<file path="config.mk">
export PLATFORM = sky130hd
export DESIGN_NAME = subservient_sram_arbiter
export DESIGN_NICKNAME = d
export VERILOG_FILES = /design/src/rtl/subservient_arb_pkg.sv /design/src/rtl/subservient_rr_pick.sv /design/src/rtl/subservient_sram_arbiter.sv
export SDC_FILE = /design/constraint.sdc
export NUM_CORES = 1
export LEC_CHECK = 0
export CAP_MARGIN = 10
export CORE_MARGIN = 2
export CORE_UTILIZATION = 35
export CTS_CLUSTER_SIZE = 24
export DETAILED_ROUTE_END_ITERATION = 16
export PLACE_DENSITY = 0.86
export SLEW_MARGIN = 20
export SYNTH_ARGS = -nofsm -noshare
export SYNTH_HDL_FRONTEND = slang
export SYNTH_SLANG_ARGS = --single-unit
</file>
<file path="constraint.sdc">
create_clock -name i_clk -period 2.7 [get_ports i_clk]
set_input_delay 0.405 -clock i_clk [delete_from_list [all_inputs] [get_ports i_clk]]
set_output_delay 0.405 -clock i_clk [all_outputs]
set_load 0.1 [all_outputs]
</file>
<file path="src/rtl/subservient_arb_pkg.sv">
// Shared definitions for the subservient SRAM arbiter.
//   arb_state_t : burst-lock FSM state (IDLE, LOCK0, LOCK1)
//   PORT_CPU    : index of the CPU memory port (port 0)
//   PORT_DMA    : index of the loader/debug DMA port (port 1)
package subservient_arb_pkg;

  typedef enum logic [1:0] {
    IDLE  = 2'd0,
    LOCK0 = 2'd1,
    LOCK1 = 2'd2
  } arb_state_t;

  localparam logic PORT_CPU = 1'b0;
  localparam logic PORT_DMA = 1'b1;

endpackage

</file>
<file path="src/rtl/subservient_rr_pick.sv">
// Two-way combinational round-robin picker with lock override.
//   req0, req1 : requests from port 0 / port 1
//   last       : index of the port granted most recently
//   state      : current burst-lock state
//   gnt0, gnt1 : one-hot (or zero) grant
// A lone requester always wins; a lock only decides contention.
module subservient_rr_pick
  import subservient_arb_pkg::*;
(
  input  logic       req0,
  input  logic       req1,
  input  logic       last,
  input  arb_state_t state,
  output logic       gnt0,
  output logic       gnt1
);

  // NOTE: every output gets a default before any branch, so no latch is inferred.
  always_comb begin
    gnt0 = 1'b0;
    gnt1 = 1'b0;
    if (req0 && req1) begin
      unique case (state)
        LOCK0: gnt0 = 1'b1;
        LOCK1: gnt1 = 1'b1;
        default: begin
          // The port that did not win last time takes this one.
          gnt0 = (last == PORT_DMA);
          gnt1 = (last == PORT_CPU);
        end
      endcase
    end else begin
      gnt0 = req0;
      gnt1 = req1;
    end
  end

endmodule

</file>
<file path="src/rtl/subservient_sram_arbiter.sv">
// Shares the single byte-wide SRAM between the CPU port (0) and the
// loader/debug DMA port (1).
//   i_clk, i_rst_n             : clock, asynchronous active-low reset
//   i_req*/i_we*/i_addr*/
//   i_wdata*/i_lock*           : per-port access request
//   o_gnt0, o_gnt1             : combinational grant, same cycle as request
//   o_rdata                    : SRAM read data, shared by both ports
//   o_rvalid0, o_rvalid1       : read data valid for that port (cycle after grant)
//   o_sram_*                   : SRAM write/read interface
//   i_sram_rdata               : SRAM registered read data
// Round-robin between ports, with an optional lock that lets one port keep
// winning contention for up to max_burst consecutive grants.
module subservient_sram_arbiter
  import subservient_arb_pkg::*;
#(
  parameter int aw        = 9,
  parameter int max_burst = 16
) (
  input  logic          i_clk,
  input  logic          i_rst_n,
  input  logic          i_req0,
  input  logic          i_req1,
  input  logic          i_we0,
  input  logic          i_we1,
  input  logic [aw-1:0] i_addr0,
  input  logic [aw-1:0] i_addr1,
  input  logic [7:0]    i_wdata0,
  input  logic [7:0]    i_wdata1,
  input  logic          i_lock0,
  input  logic          i_lock1,
  output logic          o_gnt0,
  output logic          o_gnt1,
  output logic [7:0]    o_rdata,
  output logic          o_rvalid0,
  output logic          o_rvalid1,
  output logic [aw-1:0] o_sram_waddr,
  output logic [aw-1:0] o_sram_raddr,
  output logic [7:0]    o_sram_wdata,
  output logic          o_sram_wen,
  input  logic [7:0]    i_sram_rdata
);

  localparam logic [7:0] BURST_MAX = 8'(max_burst);

  arb_state_t state_q, state_d;
  logic [7:0] burst_cnt_q, burst_cnt_d;
  logic       last_q, last_d;
  logic       pick_gnt0, pick_gnt1;
  logic [7:0] burst_inc;

  subservient_rr_pick u_pick (
    .req0  (i_req0),
    .req1  (i_req1),
    .last  (last_q),
    .state (state_q),
    .gnt0  (pick_gnt0),
    .gnt1  (pick_gnt1)
  );

  // Grants are gated by reset so no access (and no SRAM write) can be
  // accepted while reset is asserted, even mid-cycle.
  assign o_gnt0 = pick_gnt0 & i_rst_n;
  assign o_gnt1 = pick_gnt1 & i_rst_n;

  assign burst_inc = burst_cnt_q + 8'd1;

  // Burst-lock FSM: next state, burst counter and round-robin pointer.
  always_comb begin
    state_d     = state_q;
    burst_cnt_d = burst_cnt_q;
    last_d      = last_q;

    if (o_gnt0)      last_d = PORT_CPU;
    else if (o_gnt1) last_d = PORT_DMA;

    unique case (state_q)
      IDLE: begin
        // A limit of one grant means a lock can never extend past the
        // granting cycle, so the FSM stays in IDLE.
        if (o_gnt0 && i_lock0 && (BURST_MAX > 8'd1)) begin
          state_d     = LOCK0;
          burst_cnt_d = 8'd1;
        end else if (o_gnt1 && i_lock1 && (BURST_MAX > 8'd1)) begin
          state_d     = LOCK1;
          burst_cnt_d = 8'd1;
        end
      end

      LOCK0: begin
        if (!i_req0) begin
          state_d     = IDLE;
          burst_cnt_d = 8'd0;
          last_d      = PORT_CPU;
        end else if (o_gnt0) begin
          if (!i_lock0 || (burst_inc == BURST_MAX)) begin
            state_d     = IDLE;
            burst_cnt_d = 8'd0;
            last_d      = PORT_CPU;
          end else begin
            burst_cnt_d = burst_inc;
          end
        end
      end

      LOCK1: begin
        if (!i_req1) begin
          state_d     = IDLE;
          burst_cnt_d = 8'd0;
          last_d      = PORT_DMA;
        end else if (o_gnt1) begin
          if (!i_lock1 || (burst_inc == BURST_MAX)) begin
            state_d     = IDLE;
            burst_cnt_d = 8'd0;
            last_d      = PORT_DMA;
          end else begin
            burst_cnt_d = burst_inc;
          end
        end
      end

      default: begin
        state_d     = IDLE;
        burst_cnt_d = 8'd0;
      end
    endcase
  end

  // NOTE: sequential state uses non-blocking assignments so every register
  // samples pre-edge values regardless of block ordering.
  always_ff @(posedge i_clk or negedge i_rst_n) begin
    if (!i_rst_n) begin
      state_q     <= IDLE;
      burst_cnt_q <= 8'd0;
      last_q      <= PORT_DMA;
      o_rvalid0   <= 1'b0;
      o_rvalid1   <= 1'b0;
    end else begin
      state_q     <= state_d;
      burst_cnt_q <= burst_cnt_d;
      last_q      <= last_d;
      // Valid lines up with the SRAM's one-cycle registered read.
      o_rvalid0   <= o_gnt0 & ~i_we0;
      o_rvalid1   <= o_gnt1 & ~i_we1;
    end
  end

  // SRAM drive: port 1 only when it holds the grant, port 0 otherwise.
  always_comb begin
    if (o_gnt1) begin
      o_sram_waddr = i_addr1;
      o_sram_raddr = i_addr1;
      o_sram_wdata = i_wdata1;
    end else begin
      o_sram_waddr = i_addr0;
      o_sram_raddr = i_addr0;
      o_sram_wdata = i_wdata0;
    end
  end

  assign o_sram_wen = (o_gnt0 & i_we0) | (o_gnt1 & i_we1);
  assign o_rdata    = i_sram_rdata;

endmodule
</file>
Word-level counts from Yosys, hierarchy flattened

Index checks and enable logic that the tools add are counted.

Output and inout bits: 39
RAM bits: 0
Register bits after elaboration: 13
Input port bits: 50
Latch bits: 0
Memory bits (read-only): 0
Memories: 0
Logic and storage cells: 67

Divide/modulo/power cells: 0
Magnitude comparators: 0
Multiply operators: 0
Shifts and indexed selects: 0
Reduce and logical (&&, ||, !) cells: 10
Equal/unequal tests: 8
Add/sub/neg operators: 1
Bitwise gates (word level): 10
Mux-type cells: 33

Operators with widths:

| kind                                                | count |
|---|---|
| 2-to-1 mux 8 bit                                    | 9 |
| case mux 8 bit (3 select lines)                     | 1 |
| 2-to-1 mux 2 bit                                    | 8 |
| != test 3 bit, second input constant                | 5 |
| 2-to-1 mux 1 bit                                    | 10 |
| 2-to-1 mux 9 bit                                    | 1 |
| adder 8 x 1 -> 8 bit, second input constant         | 1 |
| equality test 8 x 5 -> 1 bit, second input constant | 1 |
| bitwise AND 1 bit                                   | 6 |
| case mux 1 bit (2 select lines)                     | 3 |
| case mux 2 bit (3 select lines)                     | 1 |
| AND reduction 5 bit                                 | 1 |
| logical AND 1 bit                                   | 3 |
| inverter 1 bit                                      | 3 |
| AND reduction 3 bit                                 | 1 |
| equality test 2 x 1 -> 1 bit, second input constant | 1 |
| equality test 2 bit, second input constant          | 1 |
| logical NOT 1 bit                                   | 2 |
| logical NOT 2 bit                                   | 1 |
| logical OR 1 bit                                    | 2 |
| bitwise OR 1 bit                                    | 1 |

Logic depth before layout (Yosys ltp)

Word-level depth: 10
Depth in mapped cells: 10
Mapped depth without buffers: 8

Cells and area by module

A second synthesis with hierarchy kept.

Cell total of the unflattened synthesis: 138
Area, all modules: 1253.7 um^2

Modules (own cells, without submodules):

| module                   | times used | area each (um^2) | seq. area each (um^2) | cells an instance |
|---|---|---|---|---|
| subservient_sram_arbiter | 1          | 1188.6           | 326.6                 | 128 |
| subservient_rr_pick      | 1          | 65.1             | 0.0                   | 10 |

Worst setup path after synthesis

OpenSTA, ideal clock, no wires.

Path type: reg-to-output
Start: reg state_q[0]
End: out o_sram_waddr[0]
Arrival: 3.161 ns
Stages on the path, launching flop included: 11
Path slack: -0.866 ns
Cell sequence: dfrtp_1 inv_1 ha_1 and2b_1 o21ai_1 nand3_1 inv_1 buf_2 nand2_1 nand2_1 buf_4

Word-level cells in the longest chain between the ends: 5
Elaborated cells on any way between the ends: 6
Those cells by class: eq/ne (2); mux (3); bitwise (1)

Ends and longest elaborated chain:

| element                                                                    | line                            | source |
|---|---|---|
| from (decl)                                                                | subservient_sram_arbiter.sv:45  | `arb_state_t state_q, state_d;` |
| from (signal assigned)                                                     | subservient_sram_arbiter.sv:138 | `state_q <= state_d;` |
| equality test 2 bit / equality test 2 x 1 -> 1 bit (equally long branches) | subservient_rr_pick.sv:23       | `unique case (state)` |
| case mux 1 bit (2 select lines) *                                          | subservient_rr_pick.sv:23       |  |
| 2-to-1 mux 1 bit *                                                         | subservient_rr_pick.sv:22       | `if (req0 && req1) begin` |
| bitwise AND 1 bit *                                                        | subservient_sram_arbiter.sv:63  | `assign o_gnt1 = pick_gnt1 & i_rst_n;` |
| net o_gnt1                                                                 | subservient_sram_arbiter.sv:32  | `output logic o_gnt1,` |
| 2-to-1 mux 9 bit *                                                         | n/a                             |  |
| to (decl)                                                                  | subservient_sram_arbiter.sv:36  | `output logic [aw-1:0] o_sram_waddr,` |

The timed path passes the listed nets; every way through them passes the cells marked *.

Worst setup path after layout

Start: reg state_q[1]
End: out o_sram_raddr[2]

Word-level cells in the longest chain between the ends: 5
Elaborated cells on any way between the ends: 6
Those cells by class: eq/ne (2); mux (3); bitwise (1)

Ends and longest elaborated chain:

| element                                                                    | line                            | source |
|---|---|---|
| equality test 2 bit / equality test 2 x 1 -> 1 bit (equally long branches) | subservient_rr_pick.sv:23       |  |
| case mux 1 bit (2 select lines) *                                          | subservient_rr_pick.sv:23       |  |
| 2-to-1 mux 1 bit *                                                         | subservient_rr_pick.sv:22       |  |
| bitwise AND 1 bit *                                                        | subservient_sram_arbiter.sv:63  |  |
| 2-to-1 mux 9 bit *                                                         | subservient_sram_arbiter.sv:149 | `if (o_gnt1) begin` |
| to (decl)                                                                  | subservient_sram_arbiter.sv:37  | `output logic [aw-1:0] o_sram_raddr,` |

Every way passes the cells marked *; elsewhere a longest branch is shown, timed or not.

==> metrics.txt <==
r2r endpoint burst_cnt_q[0]; share of layout cells above drive strength 1 33.91%; I/O Pins 89; cell family with most CP delay simple AND/OR/NAND/NOR gates; placed cell areas 0.002361 mm^2; slowest stage cell, crit path dfrtp_1; Routability Congestion 0.8597; CP bufs+invs 3; die area 0.004050 mm^2; P per Cell Area 777.5 mW/mm^2; CTS H-tree lvls 1; Tcrit/Tclk final 94.76%; via count 1425; commonest non-fill, non-tap cell in the layout clkdlybuf4s50_1; Hold Crit Start burst_cnt_q[2]; Crit. End Element primary output; HPWL Detailed 3296 um; mean post-synth cell area 7.323 um^2; worst skew pair latency 0.27 ns; Max FO, Critical Path 18; final setup TNS 0 ns; worst vdd ir 479.2 uV; hold endpoint burst_cnt_q[2]; design area 0.002449 mm^2; Remaining Overflow, GRT 0; status finished clean; first-pass GRT wire length 6506 um; leakage power 1.110 nW; endpoints failing setup 0; CTS Root Cell clkbuf_4; EDFF count, synth 0; WL per Instance 14.22 um; Mapped Area 0.001245 mm^2; clk slew on worst S/H paths 0.08 ns; R2R cell count 8; vias in the first global route 1347; post-synthesis sequential area ratio 26.23%; Top Metal Used met4; core area 0.003390 mm^2; antenna violations before repair 0; die width 63.64 um; Inserted Clock Buffers 3; ys flop type dfrtp_1; antenna cells 0; routed wl met3 242 um; DR iter-0 viols 37; WS Path Type reg2out; syn nets 225; Seq cells post-synth 13; clk sinks 13; clock tree from TritonCTS yes; Hold Path Stages 1; critical path's largest stage delay 0.38 ns; Syn. warnings 0; Hold Vio Cnt, Final 0; fraction of registers with async set/reset 100.0%; final WL 3968 um; drt pass-1 iters 4; R2R Path Start state_q[0]; Die Ht 63.64 um; drc violations 0; Slew headroom 73.20%; post-synth top area share 24.12%; final core occ 72.24%; CTS Hold Buffers Added 0; WL met1 1676 um; Least-Margin Pin Slew 0.3993 ns; Worst Hold Class reg2reg; startpoint class of the critical path register; port bufs 72; CP Cell Sequence inv_1 > ha_4 > and2b_1 > o21ai_2 > nand3_2 > buf_4 > nand2_1 > nand2_8 > buf_12; Worst Setup SP state_q[1]; Synth area leaders dfrtp_1, nand2_1, buf_4; clock buffer depth 2; Data arrival, critical path 2.15 ns; pin count of the biggest net entering global routing 19; Post-DRT Antenna Nets 0; post-layout min period 2.559 ns; Worst Skew 0.006651 ns; Initial Utilization 36.73%; Syn-to-layout area delta 96.68%; All-Layer GR Usage 20.19%; leading area contributor after synthesis dfrtp_1; unrepaired setup endpoints after global routing no; vias per cell 5.108; max cap viols 0; WL met2 2031 um; Reg2Reg Setup Slack 0.37 ns; Slew Viols, Final 0; fin nets 289; Synth cell types 38; required time of the critical path 2.30 ns; Synth Instances 170; Max Clock Freq 0.3908 GHz; commonest non-fill, non-tap cells in the layout clkdlybuf4s50_1, nand2_1, buf_12; FP Rows 21
-- timing repair --
action	in CTS	in global routing
buffers inserted	1	2
gates cloned	0	0
resized for setup	4	7
endpoints found under the setup margin	26	27
pin swaps	0	1
-- layout make-up --
type                    instances  area [um^2]
well taps                      46        57.56
flip-flops and latches         13        326.6
inverters                       9        37.54
fillers                       237        940.9
clock buffers                   4        26.28
repair buffers                 80         1074
multi-input cells             127        927.1
-- cells in the mapped netlist, drive strengths merged, types with 2 or more instances --
cell type  instances
o21ai              6
and2               2
mux2               3
dfrtp             12
a21boi             2
and3               8
buf               20
a21oi              6
a22o               4
nor3               2
and2b              2
ha                 5
nand3              8
nor3b              3
inv                9
nand2b             3
o211ai             5
nor2               3
nand2             54
-- worst reg2reg max path, delay by kind of cell, from the launching register on --
kind,cells,cell delay (ns)
muxes,1,0.33
adders and majority gates,1,0.23
DFF,1,0.40
AOI/OAI and AO/OA,2,0.51
buffers and inverters,2,0.27
and+or+nand+nor,2,0.49
-- per-layer routing --
layer  track usage [%]  up-vias
li1                  -      688
met1             25.30      670
met2             36.05       65
met3             4.464        2
met4             2.717        0
met5                 0        -
-- power breakdown --
| group | internal, mW | leakage [nW] | switching, mW | total (mW) |
|---|---|---|---|---|
| sequential | 0.236 | 0.172 | 0.0363 | 0.272 |
| combinational | 0.590 | 0.923 | 0.924 | 1.51 |
| clock | 0.0572 | 0.0150 | 0.0607 | 0.118 |
| total | 0.883 | 1.11 | 1.02 | 1.90 |
-- registers in the layout (all words and copies together) (netlist names) --
signal,cells
burst_cnt_q,8
o_rvalid1,1
last_q,1
state_q,2
o_rvalid0,1
-- through the flow --
stage | hold WS [ns] | setup WS [ns] | cells | power, mW
6_report | 0.5734 | 0.1414 | 279 | 1.904
5_1_grt | 0.6056 | 0.01034 | 279 | 2.000
4_1_cts | 0.5743 | 0.01922 | 277 | 1.863
3_5_place_dp | 0.5545 | 0.2011 | 272 | 1.727
3_3_place_gp | 0.5457 | 0.2841 | 272 | 1.707
2_1_floorplan | 0.1094 | 0.02602 | 170 | 1.365
-- kinds of logic after synthesis --
family          Yosys count  share of synthesized area, %
buf+inv                  30                         14.97
flops                    13                         26.23
simple gates             88                         33.27
mux                       3                         3.015
compound gates           31                         17.49
fa+ha+maj                 5                         5.025
-- worst max-delay path by stage --
stage / to / slack, ns / depth (start not counted)
floorplan: o_sram_waddr[0] / 0.03 / 10
finish: o_sram_raddr[2] / 0.14 / 9
global route: o_sram_waddr[0] / 0.01 / 9
CTS: o_sram_raddr[6] / 0.02 / 10
global placement: o_sram_raddr[7] / 0.28 / 10
detailed placement: o_sram_waddr[7] / 0.20 / 10
Power figures use the tool's default switching activity.
